File: src/rtl/keypad_scan.sv
// keypad_scan: 3x3 keypad row scanner with per-frame key resolution and frame-count debounce.
// Optional auto-repeat of key_valid while a key is held: define KEYPAD_REPEAT_EN.
module keypad_scan #(
  parameter int SCAN_DIV = 12000,
  parameter int DEBOUNCE_FRAMES = 10,
  parameter int REPEAT_DELAY = 150,
  parameter int REPEAT_RATE = 40
) (
  input  logic       hwclk,
  input  logic       reset,
  output logic       keypad_r1,
  output logic       keypad_r2,
  output logic       keypad_r3,
  input  logic       keypad_c1,
  input  logic       keypad_c2,
  input  logic       keypad_c3,
  output logic [3:0] button,
  output logic       bstate,
  output logic       key_valid,
  output logic       multi_key
);
  localparam int CW = $clog2(SCAN_DIV);
  localparam logic [CW-1:0] LAST = CW'(SCAN_DIV - 1);
  localparam logic [7:0] DF = 8'(DEBOUNCE_FRAMES);
  typedef enum logic [1:0] {IDLE, PRESSED, GAP, MULTI} state_t;
  state_t state, state_n;
  logic [CW-1:0] dwell;
  logic [2:0] rows, c_s1, c_s2, closed, sum;
  logic [1:0] row, col, n_row, acc_n, sat;
  logic [3:0] acc_code, code_row, code_cur, cand, prev, pend, pend_n, button_n;
  logic [7:0] stable, stable_n;
  logic last, frame_end, commit, single, kv_n;
`ifdef KEYPAD_REPEAT_EN
  localparam logic [15:0] RD = 16'(REPEAT_DELAY);
  localparam logic [15:0] RR = 16'(REPEAT_RATE);
  logic [15:0] rcnt, rcnt_n;
`endif

  assign {keypad_r3, keypad_r2, keypad_r1} = rows;

  // Closed-switch count saturates at 2: only none / one / several matters.
  always_comb begin
    closed = ~c_s2;
    last = dwell == LAST;
    row = !rows[0] ? 2'd0 : !rows[1] ? 2'd1 : 2'd2;
    frame_end = last && row == 2'd2;
    col = closed[0] ? 2'd0 : closed[1] ? 2'd1 : 2'd2;
    n_row = 2'(closed[0]) + 2'(closed[1]) + 2'(closed[2]);
    code_row = 4'(row) * 4'd3 + 4'(col) + 4'd1;
    sum = 3'(acc_n) + 3'(n_row);
    sat = sum > 3'd1 ? 2'd2 : sum[1:0];
    code_cur = n_row != 2'd0 ? code_row : acc_code;
    cand = sat == 2'd0 ? 4'd0 : sat == 2'd1 ? code_cur : 4'hF;
    stable_n = cand != prev ? 8'd1 : stable == DF ? stable : stable + 8'd1;
    commit = frame_end && stable_n == DF && (cand != prev || stable != DF);
    single = cand != 4'd0 && cand != 4'hF;
  end

  always_ff @(posedge hwclk) begin
    if (reset) begin
      dwell <= '0;
      rows <= 3'b110;
      c_s1 <= 3'b111;
      c_s2 <= 3'b111;
      acc_n <= 2'd0;
      acc_code <= 4'd0;
      prev <= 4'd0;
      stable <= 8'd0;
    end else begin
      c_s1 <= {keypad_c3, keypad_c2, keypad_c1};
      c_s2 <= c_s1;
      dwell <= last ? '0 : dwell + 1'b1;
      if (last) begin
        rows <= {rows[1:0], rows[2]};
        acc_n <= frame_end ? 2'd0 : sat;
        acc_code <= frame_end ? 4'd0 : code_cur;
      end
      if (frame_end) begin
        prev <= cand;
        stable <= stable_n;
      end
    end
  end

  // GAP holds bstate low one cycle so a key change always yields a fresh rising edge.
  always_comb begin
    state_n = state;
    button_n = button;
    pend_n = pend;
    kv_n = 1'b0;
`ifdef KEYPAD_REPEAT_EN
    rcnt_n = rcnt;
`endif
    case (state)
      IDLE:
        if (commit && single) begin
          state_n = PRESSED;
          button_n = cand;
          kv_n = 1'b1;
        end else if (commit && cand == 4'hF) state_n = MULTI;
      PRESSED:
        if (commit && cand == 4'd0) state_n = IDLE;
        else if (commit && cand == 4'hF) state_n = MULTI;
        else if (commit && cand != button) begin
          state_n = GAP;
          pend_n = cand;
        end
      GAP: begin
        state_n = PRESSED;
        button_n = pend;
        kv_n = 1'b1;
      end
      MULTI:
        if (commit && cand == 4'd0) state_n = IDLE;
        else if (commit && single) begin
          state_n = PRESSED;
          button_n = cand;
          kv_n = 1'b1;
        end
    endcase
`ifdef KEYPAD_REPEAT_EN
    if (state != PRESSED || state_n != PRESSED) rcnt_n = RD;
    else if (frame_end) begin
      rcnt_n = rcnt == 16'd1 ? RR : rcnt - 16'd1;
      kv_n = rcnt == 16'd1;
    end
`endif
  end

  always_ff @(posedge hwclk) begin
    if (reset) begin
      state <= IDLE;
      button <= 4'd0;
      pend <= 4'd0;
      bstate <= 1'b0;
      key_valid <= 1'b0;
      multi_key <= 1'b0;
`ifdef KEYPAD_REPEAT_EN
      rcnt <= RD;
`endif
    end else begin
      state <= state_n;
      button <= button_n;
      pend <= pend_n;
      bstate <= state_n == PRESSED;
      key_valid <= kv_n;
      multi_key <= state_n == MULTI;
`ifdef KEYPAD_REPEAT_EN
      rcnt <= rcnt_n;
`endif
    end
  end
endmodule
File: config.mk
export PLATFORM = sky130hd
export DESIGN_NAME = keypad_scan
export DESIGN_NICKNAME = d
export VERILOG_FILES = /design/src/rtl/keypad_scan.sv
export SDC_FILE = /design/constraint.sdc
export NUM_CORES = 1
export LEC_CHECK = 0
export CAP_MARGIN = 25
export CORE_ASPECT_RATIO = 1.75
export CORE_MARGIN = 8
export CORE_UTILIZATION = 45
export DETAILED_ROUTE_END_ITERATION = 6
export GPL_ROUTABILITY_DRIVEN = 0
export GPL_TIMING_DRIVEN = 0
export PLACE_DENSITY_LB_ADDON = 0.2
export SLEW_MARGIN = 5
export SYNTH_ARGS = -nofsm -noshare
export SYNTH_HDL_FRONTEND = slang
export SYNTH_SLANG_ARGS = --single-unit
File: constraint.sdc
create_clock -name hwclk -period 3.91 [get_ports hwclk]
set_input_delay 0.782 -clock hwclk [delete_from_list [all_inputs] [get_ports hwclk]]
set_output_delay 0.782 -clock hwclk [all_outputs]
set_load 0.05 [all_outputs]
# Word-level counts from Yosys, hierarchy flattened
# Cells that the tools add are included.
dict set report op_classes {
  n_addsub 7
  mul 1
  n_lt_le_gt_ge 1
  eq_ne 16
  n_mux 26
  n_bitwise 3
  n_reduce_logical 18
}
# op n
set op_table {}
lappend op_table {{two-way mux 2 bit} 13}
lappend op_table {{two-way mux 4 bit} 6}
lappend op_table {{== test 8 x 4 -> 1 bit, second input constant} 2}
lappend op_table {{two-way mux 8 bit} 2}
lappend op_table {{adder 14 x 1 -> 14 bit, second input constant} 1}
lappend op_table {{== test 14 bit, second input constant} 1}
lappend op_table {{one-hot mux 4 bit (3 select lines)} 1}
lappend op_table {{adder 8 x 1 -> 8 bit, second input constant} 1}
lappend op_table {{== test 2 bit, second input constant} 4}
lappend op_table {{logical AND 1 bit} 8}
lappend op_table {{!= test 4 bit} 2}
lappend op_table {{!= test 8 x 4 -> 1 bit, second input constant} 1}
lappend op_table {{one-hot mux 2 bit (4 select lines)} 1}
lappend op_table {{== test 2 x 1 -> 1 bit, second input constant} 3}
lappend op_table {{adder 4 x 1 -> 4 bit, second input constant} 1}
lappend op_table {{adder 4 x 2 -> 4 bit} 1}
lappend op_table {{== test 4 bit, second input constant} 1}
lappend op_table {{logical NOT 2 bit} 2}
lappend op_table {{logical NOT 4 bit} 1}
lappend op_table {{multiplier 2 x 2 -> 4 bit, second input constant} 1}
lappend op_table {{!= test 4 bit, second input constant} 1}
lappend op_table {{AND reduction 4 bit} 1}
lappend op_table {{nonzero test 4 bit} 1}
lappend op_table {{adder 2 x 2 -> 3 bit} 1}
lappend op_table {{13 further kinds} 15}
dict set report totals {
  ff_bits 54
  in_bits 5
  out_inout_bits 10
}

# Depth between registers and ports, before layout
# Gate-level depths: netlist of run 1.
dict set report depth {
  word_depth 20
  depth_mapped 12
  ltp_nobuf 12
}

# Least setup slack after synthesis of run 1
# Ideal clock, no wire load.
dict set report synth_timing {
  path_kind {register to register}
  startpoint {register rows[1]}
  endpoint {register multi_key}
  arrival_time_ps 3699
  required_time_ps 3824
  path_slack_ps 125
  stages_incl_launch_ff 12
  n_path_buf 0
  cell_sequence {dfxtp_1 > nor2b_1 > fa_1 > inv_1 > fa_1 > o21a_1 > or3_1 > o41ai_2 > o211a_2 > nand3_1 > a211o_1 > a221oi_2}
}
dict set report synth_via {
  elab_chain_len 19
  word_cells_on_any_way 35
  classes_between {2 x add/sub; 1 x mul; 7 x eq/ne; 14 x mux; 11 x reduce/logical}
}
# item line_no
set synth_rtl {}
lappend synth_rtl {{start: declaration} 28} ;# logic [2:0] rows, c_s1, c_s2, closed, sum;
lappend synth_rtl {{start signal: assignment} 74} ;# rows <= {rows[1:0], rows[2]};
lappend synth_rtl {{two-way mux 2 bit * (2 in series)} 45} ;# row = !rows[0] ? 2'd0 : !rows[1] ? 2'd1 : 2'd2;
lappend synth_rtl {{multiplier 2 x 2 -> 4 bit} 49} ;# code_row = 4'(row) * 4'd3 + 4'(col) + 4'd1;
lappend synth_rtl {{adder 4 x 2 -> 4 bit} 49}
lappend synth_rtl {{adder 4 x 1 -> 4 bit} 49}
lappend synth_rtl {{two-way mux 4 bit} 52} ;# code_cur = n_row != 2'd0 ? code_row : acc_code;
lappend synth_rtl {{two-way mux 4 bit (2 in series)} 53} ;# cand = sat == 2'd0 ? 4'd0 : sat == 2'd1 ? code_cur : 4'hF;
lappend synth_rtl {{!= test 4 bit} {54, 55}}
lappend synth_rtl {{two-way mux 8 bit} 54} ;# stable_n = cand != prev ? 8'd1 : stable == DF ? stable : stable + 8'd1;
lappend synth_rtl {{== test 8 x 4 -> 1 bit} 55} ;# commit = frame_end && stable_n == DF && (cand != prev || stable != DF);
lappend synth_rtl {{logical AND 1 bit (2 in series)} 55}
lappend synth_rtl {{logical AND 1 bit} 104} ;# else if (commit && cand != button) begin
lappend synth_rtl {{two-way mux 2 bit} 104}
lappend synth_rtl {{two-way mux 2 bit} 103} ;# else if (commit && cand == 4'hF) state_n = MULTI;
lappend synth_rtl {{two-way mux 2 bit} 102} ;# if (commit && cand == 4'd0) state_n = IDLE;
lappend synth_rtl {{one-hot mux 2 bit (4 select lines) *} 94} ;# case (state)
lappend synth_rtl {{== test 2 bit *} 147} ;# multi_key <= state_n == MULTI;
lappend synth_rtl {{end signal: assignment} 137} ;# multi_key <= 1'b0;
lappend synth_rtl {{end signal: assignment} 147}
lappend synth_rtl {{end: declaration} 20} ;# output logic multi_key
# Mark *: on every way between the ends. The rest lies on a longest branch, timed or not.
# A chain may end at the register's enable or synchronous reset.

# Worst setup path after layout of run 1
# Same ends and word-level chain as after synthesis.

==> results.tsv, run 1 <==
metric	value	unit
status	complete, no violations	
p_per_area	341	nW/µm²
tightest_slew	638	ps
die_h	126	µm
final_antenna_net_count	0	
vdd_ir_drop_max	0.296	mV
cp_num_buf_inv	2	
grt_max_degree	19	
nets	407	
hp-class	reg2reg	
switching_share	25.3	%
cp-end-kind	flop	
port_buffers	14	
yosysSeqAreaShare	34.9	%
p_comb_share	11.8	%
crit_type	reg2reg	
async_flop_share	0	%
yosys_most_used_dff	dfxtp_1	
critical-path-top-delay-family	compound AO/OA/AOI/OAI gates	
synthCells	362	
rr_endpoint	multi_key$_SDFF_PP0_	
cts_buffers	5	
min_to	c_s2[0]$_SDFF_PP1_	
critPathRequiredTime	4120	ps
grt_pass1_vias	2742	
drive_gt1_share	13.8	%
clock_path_buffers	2	
hold_start	c_s1[0]$_SDFF_PP1_	
setup_slack	123	ps
r2r_cells	12	
setup_viol	0	
path_cells	nand2_1 > inv_1 > fa_1 > inv_1 > fa_1 > o21a_1 > or3_1 > o41ai_4 > o211a_2 > nand3_1 > a211o_1 > a221oi_2	
critPathMaxStageDelay	570	ps
relSlewSlack	57.5	%
yosysWarnings	0	
synth_edf_count	0	
cap_violations	0	
gr-total-overflow	0	
cts_root_buf	clkbuf_16	
syn-num-nets	378	
drt_iter0_markers	253	
netlist_area	3100	µm²
ys_types	68	
place_ws	48.4	ps
synth-seq-cells	54	
finalSetupTns	0	ps
dieArea	9900	µm²
avgSynthCellArea	8.56	µm²
reg2reg_from	rows[1]$_SDFFE_PP1N_	
clock_latency	300	ps
internal_power	920	µW
clkSinkCount	54	
finalClockSkew	10.3	ps
wl_per_cell	16.5	µm
die_width	78.7	µm
nFillCells	633	
cts.clk_slew.worst_paths	80	ps
power_frac_clock	42.9	%
cp.arrival	4000	ps
dpl.hpwl	5750	µm
worstPathMaxFanout	6	
antenna_found_initial	0	
coreArea	6760	µm²
start_kind	flop	
grtUsageTotal	15.9	%
timing.fmax	264	MHz
fin_crit_sh	96.9	%
worst_hold_slack	413	ps
viasPerCell	5.96	
grt_pass1_wl	12800	µm
cts_tree	yes	
final_cell_mix	54 x dfxtp_1, 38 x nor2_1, 21 x nand2_1	
drv_slew	0	
diodes	0	
r2r_setup_slack	120	ps
htreeDepth	2	
switchingPower	312	µW
mostFrequentLayoutCell	dfxtp_1	
crit_slowest_cell	fa_1	
finalHoldViolations	0	
whs_path_depth	1	
firstDrtPassIters	4	
routed_wl	7840	µm
p_leak	1.30	nW
rows	40	
start_util	45.9	%
rsz0062_at_grt	yes	
dr_total_vias	2838	
pin_count	15	
drc	0	
syn2layout_area_growth	16.6	%
hold_buffers	0	
final.min_clock_period	3790	ps
seq_power_share	45.3	%
-- worst max-delay path by stage --
stage                              to                  from  slack [ps]  cells after the start
5_1_grt          multi_key$_SDFF_PP0_  rows[1]$_SDFFE_PP1N_         -20                     12
3_5_place_dp   stable[0]$_SDFFE_PP0P_  rows[1]$_SDFFE_PP1N_          50                     12
2_1_floorplan    multi_key$_SDFF_PP0_  rows[1]$_SDFFE_PP1N_         120                     11
6_report         multi_key$_SDFF_PP0_  rows[1]$_SDFFE_PP1N_         120                     12
3_3_place_gp     multi_key$_SDFF_PP0_    c_s2[0]$_SDFF_PP1_          90                     12
4_1_cts          multi_key$_SDFF_PP0_    c_s2[0]$_SDFF_PP1_          20                     12
-- worst register-to-register path, cell delays in order, from the launching register on --
cell      delay (ps)
dfxtp_1          360
nand2_1          120
inv_1            120
fa_1             580
inv_1             60
fa_1             560
o21a_1           200
or3_1            380
o41ai_4          340
o211a_2          300
nand3_1          110
a211o_1          290
a221oi_2         280
-- routing by layer --
layer / part of all wire (%) / track usage, % / vias up / routed length (µm)
met5: 0 / 0 / - / 0
met4: 2.9 / 8.45 / 0 / 225
met3: 3.0 / 2.71 / 17 / 235
met2: 54 / 28.6 / 56 / 4230
met1: 40 / 16.8 / 1370 / 3160
li1: - / - / 1395 / -
-- flip-flops by register name, indices dropped and copies added, names as in the netlist, 2 cells and up --
register and flops:
rows 3, pend 4, acc_n 2, button 4, dwell 14, state 2, acc_code 4, c_s1 3
c_s2 3, prev 4, stable 8
-- power groups by stage --
stage	clock [mW]	combinational [mW]	sequential, mW
after floorplan	0	0.0896	0.570
after global placement	0	0.122	0.571
after detailed placement	0	0.124	0.571
after CTS	0.539	0.124	0.558
after global routing	0.560	0.156	0.559
final	0.528	0.146	0.558
-- cells by family after synthesis --
logic type | count (synthesis) | synth area share, %
buf+inv | 32 | 4.40
fa+ha+maj | 11 | 5.41
mux | 6 | 2.02
xor+xnor | 15 | 4.24
simple gates | 153 | 26.8
compound gates | 91 | 22.3
flops | 54 | 34.9
-- through the flow --
stage	total power, mW	instances	cell area (µm²)	util (%)
2_1_floorplan	0.660	362	3100	-
3_3_place_gp	0.693	460	3340	49.5
3_5_place_dp	0.695	460	3340	49.5
4_1_cts	1.22	468	3520	52.1
5_1_grt	1.27	476	3610	53.5
6_report	1.23	476	3610	53.5
-- synthesized netlist by cell type (3+ instances only) --
cell type  count  area, µm²
nor2b_1        6       37.5
ha_1           7       87.6
dfxtp_1       54       1080
o21ai_1        4       20.0
buf_2          4       20.0
and3_1         6       37.5
clkbuf_1       7       26.3
nand4b_1       3       26.3
nand2_1       22       82.6
mux2i_1        4       40.0
or4_1          3       22.5
a311oi_1       3       26.3
nor4_1         6       37.5
nor2_1        39        146
nor3_1        11       55.1
fa_1           4       80.1
o31ai_1       12       90.1
a211o_1        3       26.3
a211oi_1       3       22.5
xor2_1        10       87.6
nand3_1       19       95.1
or4b_1         3       30.0
xnor2_1        5       43.8
and2_1         4       25.0
inv_1         19       71.3
o21ai_0       14       70.1
or2_2          8       50.1
a21oi_1       20        100
nand4_1        6       37.5
a311o_1        3       30.0
-- cell type report --
class	count	area, µm²	share of cell area (%)
Inverter	19	71.3	1.97
Multi-Input combinational cell	276	1920	53.0
Tap cell	84	105	2.91
Sequential cell	54	1080	29.9
Clock inverter	3	48.8	1.35
Buffer	13	65.1	1.80
Clock buffer	5	125	3.46
Timing Repair Buffer	22	200	5.54
-- timing repair --
item | 4_1_cts | 5_1_grt
gates resized for setup | 0 | 8
buffers inserted | 0 | 8
endpoints found under the setup margin | 0 | 17
Power figures use the tool's default switching activity.
==> inputs of run 2 (changes only) <==
--- a/config.mk
+++ b/config.mk
@@ -9,6 +9,7 @@
 export CORE_ASPECT_RATIO = 1.75
 export CORE_MARGIN = 8
 export CORE_UTILIZATION = 45
+export CTS_CLUSTER_DIAMETER = 30
 export DETAILED_ROUTE_END_ITERATION = 6
 export GPL_ROUTABILITY_DRIVEN = 0
 export GPL_TIMING_DRIVEN = 0
==> results of run 2 <==
Same layout as run 1: the final DEF is identical, and so are final timing and power.
==> inputs of run 3 (changes only) <==
--- a/config.mk
+++ b/config.mk
@@ -14,7 +14,7 @@
 export GPL_ROUTABILITY_DRIVEN = 0
 export GPL_TIMING_DRIVEN = 0
 export PLACE_DENSITY_LB_ADDON = 0.2
-export SLEW_MARGIN = 5
+export SLEW_MARGIN = 15
 export SYNTH_ARGS = -nofsm -noshare
 export SYNTH_HDL_FRONTEND = slang
 export SYNTH_SLANG_ARGS = --single-unit
==> results of run 3 <==
Same layout as run 1: the final DEF is identical, and so are final timing and power.
